==> config.mk <==
export PLATFORM = sky130hd
export DESIGN_NAME = lsu
export DESIGN_NICKNAME = d
export VERILOG_FILES = /design/src/rtl/lsu.sv
export SDC_FILE = /design/constraint.sdc
export NUM_CORES = 1
export LEC_CHECK = 0
export ABC_AREA = 0
export ABC_CLOCK_PERIOD_IN_PS = 2500
export CAP_MARGIN = 10
export CELL_PAD_IN_SITES_DETAIL_PLACEMENT = 0
export CELL_PAD_IN_SITES_GLOBAL_PLACEMENT = 1
export CORE_ASPECT_RATIO = 1.1
export CORE_UTILIZATION = 30
export DETAILED_ROUTE_END_ITERATION = 8
export PLACE_DENSITY_LB_ADDON = 0.1
export SYNTH_ARGS = -nofsm -noshare
export SYNTH_HDL_FRONTEND = slang
export SYNTH_SLANG_ARGS = --single-unit
==> constraint.sdc <==
create_clock -name clk -period 2.5 [get_ports clk]
set_input_delay 0.5 -clock clk [delete_from_list [all_inputs] [get_ports clk]]
set_output_delay 0.5 -clock clk [all_outputs]
set_load 0.01 [all_outputs]
==> src/rtl/lsu.sv <==
// Load/store unit: one access per instruction from ex, stalls the pipe,
// drives a req/gnt/rvalid bus with byte lanes and extends load data.
module lsu #(
  parameter int ADDR_W = 32,
  parameter int DATA_W = 32
) (
  input  logic              clk,
  input  logic              rst,
  input  logic              req_i,
  input  logic              we_i,
  input  logic [2:0]        funct3_i,
  input  logic [ADDR_W-1:0] addr_i,
  input  logic [DATA_W-1:0] wdata_i,
  input  logic [4:0]        rd_addr_i,
  output logic              busy_o,
  output logic              done_o,
  output logic              err_o,
  output logic              rd_we_o,
  output logic [4:0]        rd_waddr_o,
  output logic [DATA_W-1:0] rd_wdata_o,
  output logic              bus_req_o,
  output logic              bus_we_o,
  output logic [ADDR_W-1:0] bus_addr_o,
  output logic [3:0]        bus_be_o,
  output logic [DATA_W-1:0] bus_wdata_o,
  input  logic              bus_gnt_i,
  input  logic              bus_rvalid_i,
  input  logic [DATA_W-1:0] bus_rdata_i
);

  typedef enum logic [1:0] {
    IDLE,
    REQ,
    RESP,
    DONE
  } state_e;

  state_e state_q, state_d;

  logic              we_q, we_d;
  logic [2:0]        f3_q, f3_d;
  logic [ADDR_W-1:0] addr_q, addr_d;
  logic [3:0]        be_q, be_d;
  logic [DATA_W-1:0] wdata_q, wdata_d;
  logic [4:0]        rd_q, rd_d;
  logic [DATA_W-1:0] rdata_q, rdata_d;
  logic              err_q, err_d;

  logic              is_b, is_h, is_w;
  logic              legal, aligned, ok;
  logic [1:0]        off;
  logic [3:0]        be_new;
  logic [DATA_W-1:0] wdata_new;

  always_comb begin
    is_b = funct3_i[1:0] == 2'd0;
    is_h = funct3_i[1:0] == 2'd1;
    is_w = funct3_i[1:0] == 2'd2;
    off  = addr_i[1:0];
    if (we_i) begin
      legal = ~funct3_i[2] & ~(&funct3_i[1:0]);
    end else begin
      legal = ~(&funct3_i[1:0]) & ~(funct3_i[2] & funct3_i[1]);
    end
    aligned   = 1'b1;
    be_new    = 4'hF;
    wdata_new = wdata_i;
    unique case (1'b1)
      is_b: begin
        be_new    = 4'b0001 << off;
        wdata_new = {4{wdata_i[7:0]}};
      end
      is_h: begin
        aligned   = ~addr_i[0];
        be_new    = 4'b0011 << off;
        wdata_new = {2{wdata_i[15:0]}};
      end
      is_w: begin
        aligned = addr_i[1:0] == 2'b00;
      end
      default: begin
        aligned = 1'b1;
      end
    endcase
    ok = legal & aligned;
  end

  always_comb begin
    state_d = state_q;
    we_d    = we_q;
    f3_d    = f3_q;
    addr_d  = addr_q;
    be_d    = be_q;
    wdata_d = wdata_q;
    rd_d    = rd_q;
    rdata_d = rdata_q;
    err_d   = 1'b0;
    unique case (state_q)
      IDLE: begin
        if (req_i && ok) begin
          state_d = REQ;
          we_d    = we_i;
          f3_d    = funct3_i;
          addr_d  = addr_i;
          be_d    = be_new;
          wdata_d = wdata_i;
          wdata_d = wdata_new;
          rd_d    = rd_addr_i;
        end else if (req_i) begin
          err_d = 1'b1;
        end
      end
      REQ: begin
        if (bus_gnt_i) state_d = RESP;
      end
      RESP: begin
        if (bus_rvalid_i) begin
          state_d = DONE;
          rdata_d = bus_rdata_i;
        end
      end
      DONE: begin
        state_d = IDLE;
      end
      default: begin
        state_d = IDLE;
      end
    endcase
  end

  always_ff @(posedge clk) begin
    if (rst) begin
      state_q <= IDLE;
      we_q    <= 1'b0;
      f3_q    <= '0;
      addr_q  <= '0;
      be_q    <= '0;
      wdata_q <= '0;
      rd_q    <= '0;
      rdata_q <= '0;
      err_q   <= 1'b0;
    end else begin
      state_q <= state_d;
      we_q    <= we_d;
      f3_q    <= f3_d;
      addr_q  <= addr_d;
      be_q    <= be_d;
      wdata_q <= wdata_d;
      rd_q    <= rd_d;
      rdata_q <= rdata_d;
      err_q   <= err_d;
    end
  end

  logic              in_bus;
  logic              in_done;
  logic [7:0]        ld_byte;
  logic [15:0]       ld_half;
  logic [DATA_W-1:0] ld_ext;

  always_comb begin
    unique case (addr_q[1:0])
      2'd0:    ld_byte = rdata_q[7:0];
      2'd1:    ld_byte = rdata_q[15:8];
      2'd2:    ld_byte = rdata_q[23:16];
      default: ld_byte = rdata_q[31:24];
    endcase
    ld_half = addr_q[1] ? rdata_q[31:16] : rdata_q[15:0];
    unique case (f3_q)
      3'd0:    ld_ext = {{24{ld_byte[7]}}, ld_byte};
      3'd1:    ld_ext = {{16{ld_half[15]}}, ld_half};
      3'd4:    ld_ext = {24'd0, ld_byte};
      3'd5:    ld_ext = {16'd0, ld_half};
      default: ld_ext = rdata_q;
    endcase
  end

  // bus fields are only driven while the access owns the bus
  assign in_bus      = (state_q == REQ) | (state_q == RESP);
  assign in_done     = state_q == DONE;
  assign busy_o      = in_bus | ((state_q == IDLE) & req_i & ok);
  assign done_o      = in_done;
  assign err_o       = err_q;
  assign rd_we_o     = in_done & ~we_q;
  assign rd_waddr_o  = in_done ? rd_q : 5'd0;
  assign rd_wdata_o  = (in_done & ~we_q) ? ld_ext : '0;
  assign bus_req_o   = state_q == REQ;
  assign bus_we_o    = in_bus & we_q;
  assign bus_addr_o  = in_bus ? {addr_q[ADDR_W-1:2], 2'b00} : '0;
  assign bus_be_o    = in_bus ? be_q : 4'h0;
  assign bus_wdata_o = in_bus ? wdata_q : '0;

endmodule

=== Word level (Yosys, flattened, before mapping) ===
Cells that the tools add are included.

* Bits in registers: 112
* Bits in latches: 0
* RAM bits: 0
* Memory bits (read-only): 0
* Input port bits: 110
* Output and inout bits: 111
* Word-level logic and storage cells: 68
* Memories: 0

* Add/sub/neg operators: 0
* $mul: 0
* Divide/modulo/power cells: 0
* $lt $le $gt $ge: 0
* Equal/unequal tests: 13
* Shifts and indexed selects: 2
* Muxes and demuxes: 17
* Bitwise operators: 16
* Reduce and logical (&&, ||, !) cells: 11

{| class="wikitable"
|+ Operators with widths
! operator !! count
|-
| 32-bit case mux with 4 select lines || 1
|-
| 32-bit 2-to-1 mux || 3
|-
| 32-bit case mux with 2 select lines || 1
|-
| 8-bit case mux with 3 select lines || 1
|-
| 16-bit 2-to-1 mux || 1
|-
| 1-bit AND || 8
|-
| 2-bit equality test (second input constant) || 4
|-
| 2-bit zero test || 4
|-
| 2-bit case mux with 4 select lines || 1
|-
| 4-bit case mux with 2 select lines || 1
|-
| 2-bit by 1-bit equality test with 1-bit output (second input constant) || 3
|-
| 3-bit equality test (second input constant) || 2
|-
| 2-bit 2-to-1 mux || 3
|-
| 1-bit inverter || 6
|-
| 2-bit AND reduction || 3
|-
| 5-bit 2-to-1 mux || 1
|-
| 4-bit 2-to-1 mux || 1
|-
| 2-bit != test (second input constant) || 2
|-
| 1-bit by 2-bit left shift with 4-bit output (first input constant) || 1
|-
| 2-bit by 2-bit left shift with 4-bit output (first input constant) || 1
|-
| 3-bit by 1-bit equality test with 1-bit output (second input constant) || 1
|-
| 3-bit zero test || 1
|-
| 3-bit AND reduction || 1
|-
| 3-bit OR reduction || 1
|-
| 5 further kinds || 7
|}

=== Longest topological paths before layout ===
* Depth after elaboration: 8
* Mapped depth: 9
* Gate-level depth less buffers: 6

=== Worst setup path after synthesis ===
Ideal clock, no wire load.

* Path type: input to output
* Start: input port funct3_i[0]
* End: output port busy_o
* Arrival time: 1.758 ns
* Required time: 2.000 ns
* Setup slack: 0.242 ns
* Stages: 7
* Buffers on the path: 1
* Path through: inv_1 -> ha_1 -> inv_1 -> o311ai_4 -> nor2_2 -> buf_2 -> or2_2

* Word-level cells in the longest chain between the ends: 7
* Elaborated cells on any way between the ends: 11
* Those cells by class: eq/ne: 2; mux: 2; bitwise: 6; reduce/logical: 1

{| class="wikitable"
|+ Ends and longest elaborated chain
! element !! line !! source
|-
| from (decl) || 11 || <nowiki>input logic [2:0] funct3_i,</nowiki>
|-
| 2-bit AND reduction || 61, 63 ||
|-
| 1-bit inverter || 61, 63 ||
|-
| 1-bit AND (on tied branches) || 63, 61 ||
|-
| 1-bit 2-to-1 mux || 60 || <nowiki>if (we_i) begin</nowiki>
|-
| 1-bit AND * || 85 || <nowiki>ok = legal & aligned;</nowiki>
|-
| 1-bit AND * || 181 || <nowiki>assign busy_o = in_bus | ((state_q == IDLE) & req_i & ok);</nowiki>
|-
| 1-bit bitwise OR * || 181 ||
|-
| to (decl) || 15 || <nowiki>output logic busy_o,</nowiki>
|}

Every way passes the cells marked *; elsewhere a longest branch is shown, timed or not.

=== Final worst setup path ===
* Start: register addr_q[1]
* End: output port rd_wdata_o[11]

* Word-level cells in the longest chain between the ends: 4
* Elaborated cells on any way between the ends: 7
* Those cells by class: eq/ne: 2; mux: 4; reduce/logical: 1

{| class="wikitable"
|+ Ends and longest elaborated chain
! element !! line !! source
|-
| from (decl) || 42 || <nowiki>logic [ADDR_W-1:0] addr_q, addr_d;</nowiki>
|-
| from (signal assigned) || 146 || <nowiki>addr_q <= addr_d;</nowiki>
|-
| 2-bit equality test, or another cell as far along || 162 || <nowiki>unique case (addr_q[1:0])</nowiki>
|-
| 8-bit case mux with 3 select lines || 162 ||
|-
| 32-bit case mux with 4 select lines * || 169 || <nowiki>unique case (f3_q)</nowiki>
|-
| 32-bit 2-to-1 mux * || 186 || <nowiki>assign rd_wdata_o = (in_done & ~we_q) ? ld_ext : '0;</nowiki>
|-
| to (decl) || 20 || <nowiki>output logic [DATA_W-1:0] rd_wdata_o,</nowiki>
|}

Marked as above.

==> metrics <==
setup repair after global routing missed its margin=true; reg-to-reg critical path endpoint=wdata_q[11]$_SDFFE_PP0P_; Clock Pin Slew Worst Setup and Hold Paths=approximately 0.070 ns; relative slew slack=~66%; TritonCTS clock tree=built; Worst Path Arrival=approximately 1.9 ns; GRT Total Usage=21.57%; Layout area overhead=52.70%; share of the yosys chip area belonging to registers=between 30 and 40%; number of flops mapped to enable cells by yosys=0; Req. time, crit path=about 2.0 ns; r2r startpoint=state_q[0]$_SDFFE_PP0P_; share of final-layout standard cells stronger than drive strength 1=between 10% and 20%; met3 layer wire length in the routed design=between 1000 and 1500 µm; TritonCTS buffer count=9; placeable core region=about 19000 µm²; power share of the clock group=between 20% and 30%; Final HPWL DP=about 15000 µm; synth cell count leaders=a21oi_1, dfxtp_1, nand2_1, and2_1, o21ai_0; clock tree sinks=112; VDD IR-drop max=approximately 0.00045 V; FF+latch count, synth=112; Remaining DRCs=0; wire length after detailed routing=21250 µm; largest fanout on the critical path=4; maximum clock rate=0.4093 GHz; hold buffers post-CTS=0; Highest Signal Layer=met4; share of async-settable or async-resettable flops after synthesis=0%; Max-Cap Viols=0; Avg Cell Area, Syn=just under 8 µm²; Antenna Violating Nets Remaining=0; Hold Slack=between 0.4 and 0.5 ns; Reg2Reg Depth=7; startpoint of the most critical hold path=rdata_q[8]$_SDFFE_PP0P_; CP startpoint kind=flip-flop; mean routed wirelength per cell=approximately 18 µm; Final Cell Area=roughly 9000 µm²; most frequently used flop master after synthesis=dfxtp_1; HP Class=flip-flop to flip-flop; number of rows in the core area=between 50 and 60; flop-to-flop setup slack=about 0.28 ns; Die Span X=between 100 and 150 µm; vertical die dimension=roughly 150 µm; net switching fraction of the power=37.79%; fillcell total=between 1500 and 2000; initial core utilization=30.87%; sequence of cells on the critical path=mux2_4 -> mux2i_1 -> o31a_2 -> buf_4 -> a221oi_2 -> buf_2; delay contributed by the slowest stage of the critical path=0.37 ns; floorplan die area=between 15000 and 20000 µm²; Met2 Routed Length=approximately 11000 µm; number of buffers and inverters on the critical path=2; met1 layer wirelength in the final routing=roughly 8700 µm; Tightest Pin Transition=between 0.5 and 0.6 ns; Top Family by Delay on Critical Path=compound AO/OA/AOI/OAI gates; number of cells produced by synthesis=~740; number of failing hold endpoints at the final stage=0; depth of the worst hold-timing path=2; antenna violations before repair=1; count of buffers from port buffering=between 200 and 250; proportion of power drawn by flip-flops and latches=between 30 and 40%; final period utilization=between 90% and 100%; maximum clock insertion buffer count=2; worst hold path endpoint=rdata_q[8]$_SDFFE_PP0P_; total congestion overflow=0; Avg Vias per Cell=slightly above 5; outcome=finished, final reports clean; dominant cell type by area after synthesis=dfxtp_1; Combinational Power Share=between 40% and 50%; vias in the first global route=6319; worst setup path class=flip-flop to output pin; maximum number of pins on one net before global-route repair=between 70 and 80; via count of the routed design=slightly above 6000; Boundary Pins=approximately 220; Leakage=around 3.5 nW; Ys Warns=0; crit end category=output pin; global-route wire length before repair=around 33000 µm; Final Critical Period=2.443 ns; maximum level of the CTS H-tree=3; power density normalized to cell area=between 700 and 800 nW/µm²; worst setup skew after layout=between 0.005 and 0.006 ns; Post-layout nets=between 1000 and 1500; clock latency of the later-clocked register in the worst-skew pair=0.35 ns; final max-slew violation count=0; internal portion of total power=3.916 mW; Setup violations, final=0; number of violations reported at the end of detailed-routing iteration 0=388; Pre-antenna DRT Iters=5; dpl cell area=~8300 µm²; Synth top area share=between 30% and 40%; last weighted congestion value of the routability-driven placer=roughly 0.83; clock root buffer=clkbuf_16; synth unique cells=between 40 and 50; synth top area cells=dfxtp_1, a21oi_1, and2_1, nand2_1, o21ai_0; highest-delay cell along the critical path=dfxtp_4; Net Sw Power=around 2.4 mW; synthesized area=roughly 5700 µm²
final cells by class:
class / instances / area (µm²) / share of cell area (%)
antenna: 1 / 2.502 / 0.02863
inverter: 19 / 75.07 / 0.8589
clock inverter: 5 / 61.31 / 0.7014
clock buffer: 11 / 252.7 / 2.891
timing repair buffer: 272 / 2592 / 29.66
multi-input combinational: 538 / 3206 / 36.67
sequential: 112 / 2247 / 25.71
tap: 243 / 304.0 / 3.478
worst reg2reg max path, stage by stage (launching register included):
cell      delay, ns
dfxtp_1        0.32
buf_4          0.13
inv_1          0.15
ha_4           0.16
buf_4          0.42
buf_4          0.48
a21oi_1        0.14
a311oi_1       0.32
flip-flops by register name, indices dropped and copies added (netlist names):
register,count
we_q,1
rdata_q,32
f3_q,3
be_q,4
state_q,2
rd_q,5
wdata_q,32
addr_q,32
err_o,1
per-stage QoR:
step	utilization [%]	setup WS (ns)	power, mW	instances	TNS, ns
2_1_floorplan	-	0.2418	3.492	742	0
3_3_place_gp	44.62	-0.5719	4.569	1173	-9.479
3_5_place_dp	44.62	-0.5871	4.604	1173	-14.70
4_1_cts	46.61	-0.02690	6.310	1198	-0.02690
5_1_grt	47.14	-0.01369	6.701	1201	-0.01772
6_report	47.14	0.05704	6.295	1201	0
what timing repair did:
action / 4_1_cts / 5_1_grt
cloned: 2 / 0
gates resized for setup: 153 / 34
endpoints found under the hold margin: 0 / 0
pin swaps: 3 / 5
setup endpoints to repair: 100 / 38
setup buffers: 7 / 3
power by group through the flow:
| stage | sequential [mW] | combinational [mW] | clock (mW) |
|---|---|---|---|
| after floorplan | 2.12 | 1.37 | 0 |
| after global placement | 2.15 | 2.42 | 0 |
| after detailed placement | 2.16 | 2.45 | 0 |
| after CTS | 2.12 | 2.59 | 1.60 |
| after global routing | 2.15 | 2.89 | 1.66 |
| final | 2.12 | 2.63 | 1.54 |
worst max path at each step:
| stage | startpoint | endpoint | cells past startpoint | slack [ns] |
|---|---|---|---|---|
| 3_5_place_dp | funct3_i[0] | busy_o | 8 | -0.59 |
| 3_3_place_gp | funct3_i[0] | busy_o | 8 | -0.57 |
| 5_1_grt | addr_q[1]$_SDFFE_PP0P_ | rd_wdata_o[10] | 6 | -0.01 |
| 6_report | addr_q[1]$_SDFFE_PP0P_ | rd_wdata_o[11] | 6 | 0.06 |
| 2_1_floorplan | funct3_i[0] | busy_o | 7 | 0.24 |
| 4_1_cts | funct3_i[1] | busy_o | 8 | -0.03 |
kinds of logic after synthesis:
family / count (synthesis) / synth area share, %
DFF: 112 / 39.17
buffers and inverters: 92 / 6.951
AOI/OAI and AO/OA: 249 / 27.08
adders and majority gates: 9 / 1.967
other: 1 / 0.06551
muxes: 5 / 0.9180
and+or+nand+nor: 273 / 23.85
cell usage in the layout (no fill, tap or decap), types with 3 or more instances in the layout:
master | Yosys | routed
dlygate4sd2_1 | 0 | 69
buf_2 | 9 | 7
inv_1 | 19 | 17
nor2_1 | 13 | 12
buf_6 | 3 | 5
nand2_1 | 107 | 107
a311oi_2 | 10 | 10
a311oi_1 | 16 | 16
clkdlybuf4s50_1 | 0 | 115
a21o_1 | 17 | 17
a22oi_1 | 8 | 8
buf_12 | 0 | 7
o21ai_0 | 61 | 58
o22ai_1 | 8 | 8
a221oi_2 | 0 | 5
a211oi_1 | 3 | 3
clkdlybuf4s15_1 | 0 | 25
ha_1 | 9 | 7
dfxtp_1 | 112 | 110
o21ai_1 | 1 | 4
nand3_1 | 50 | 49
buf_4 | 5 | 43
nor3_1 | 8 | 8
a21oi_1 | 112 | 112
and2_1 | 73 | 73
clkbuf_16 | 0 | 9
nand2b_1 | 11 | 9
routing by layer:
metal,vias to the layer above,GRT usage [%]
met5,-,0
met1,2903,25.24
met2,212,37.82
met4,0,9.034
li1,3005,-
met3,38,4.589
No activity file was read; power rests on OpenSTA's default activity.
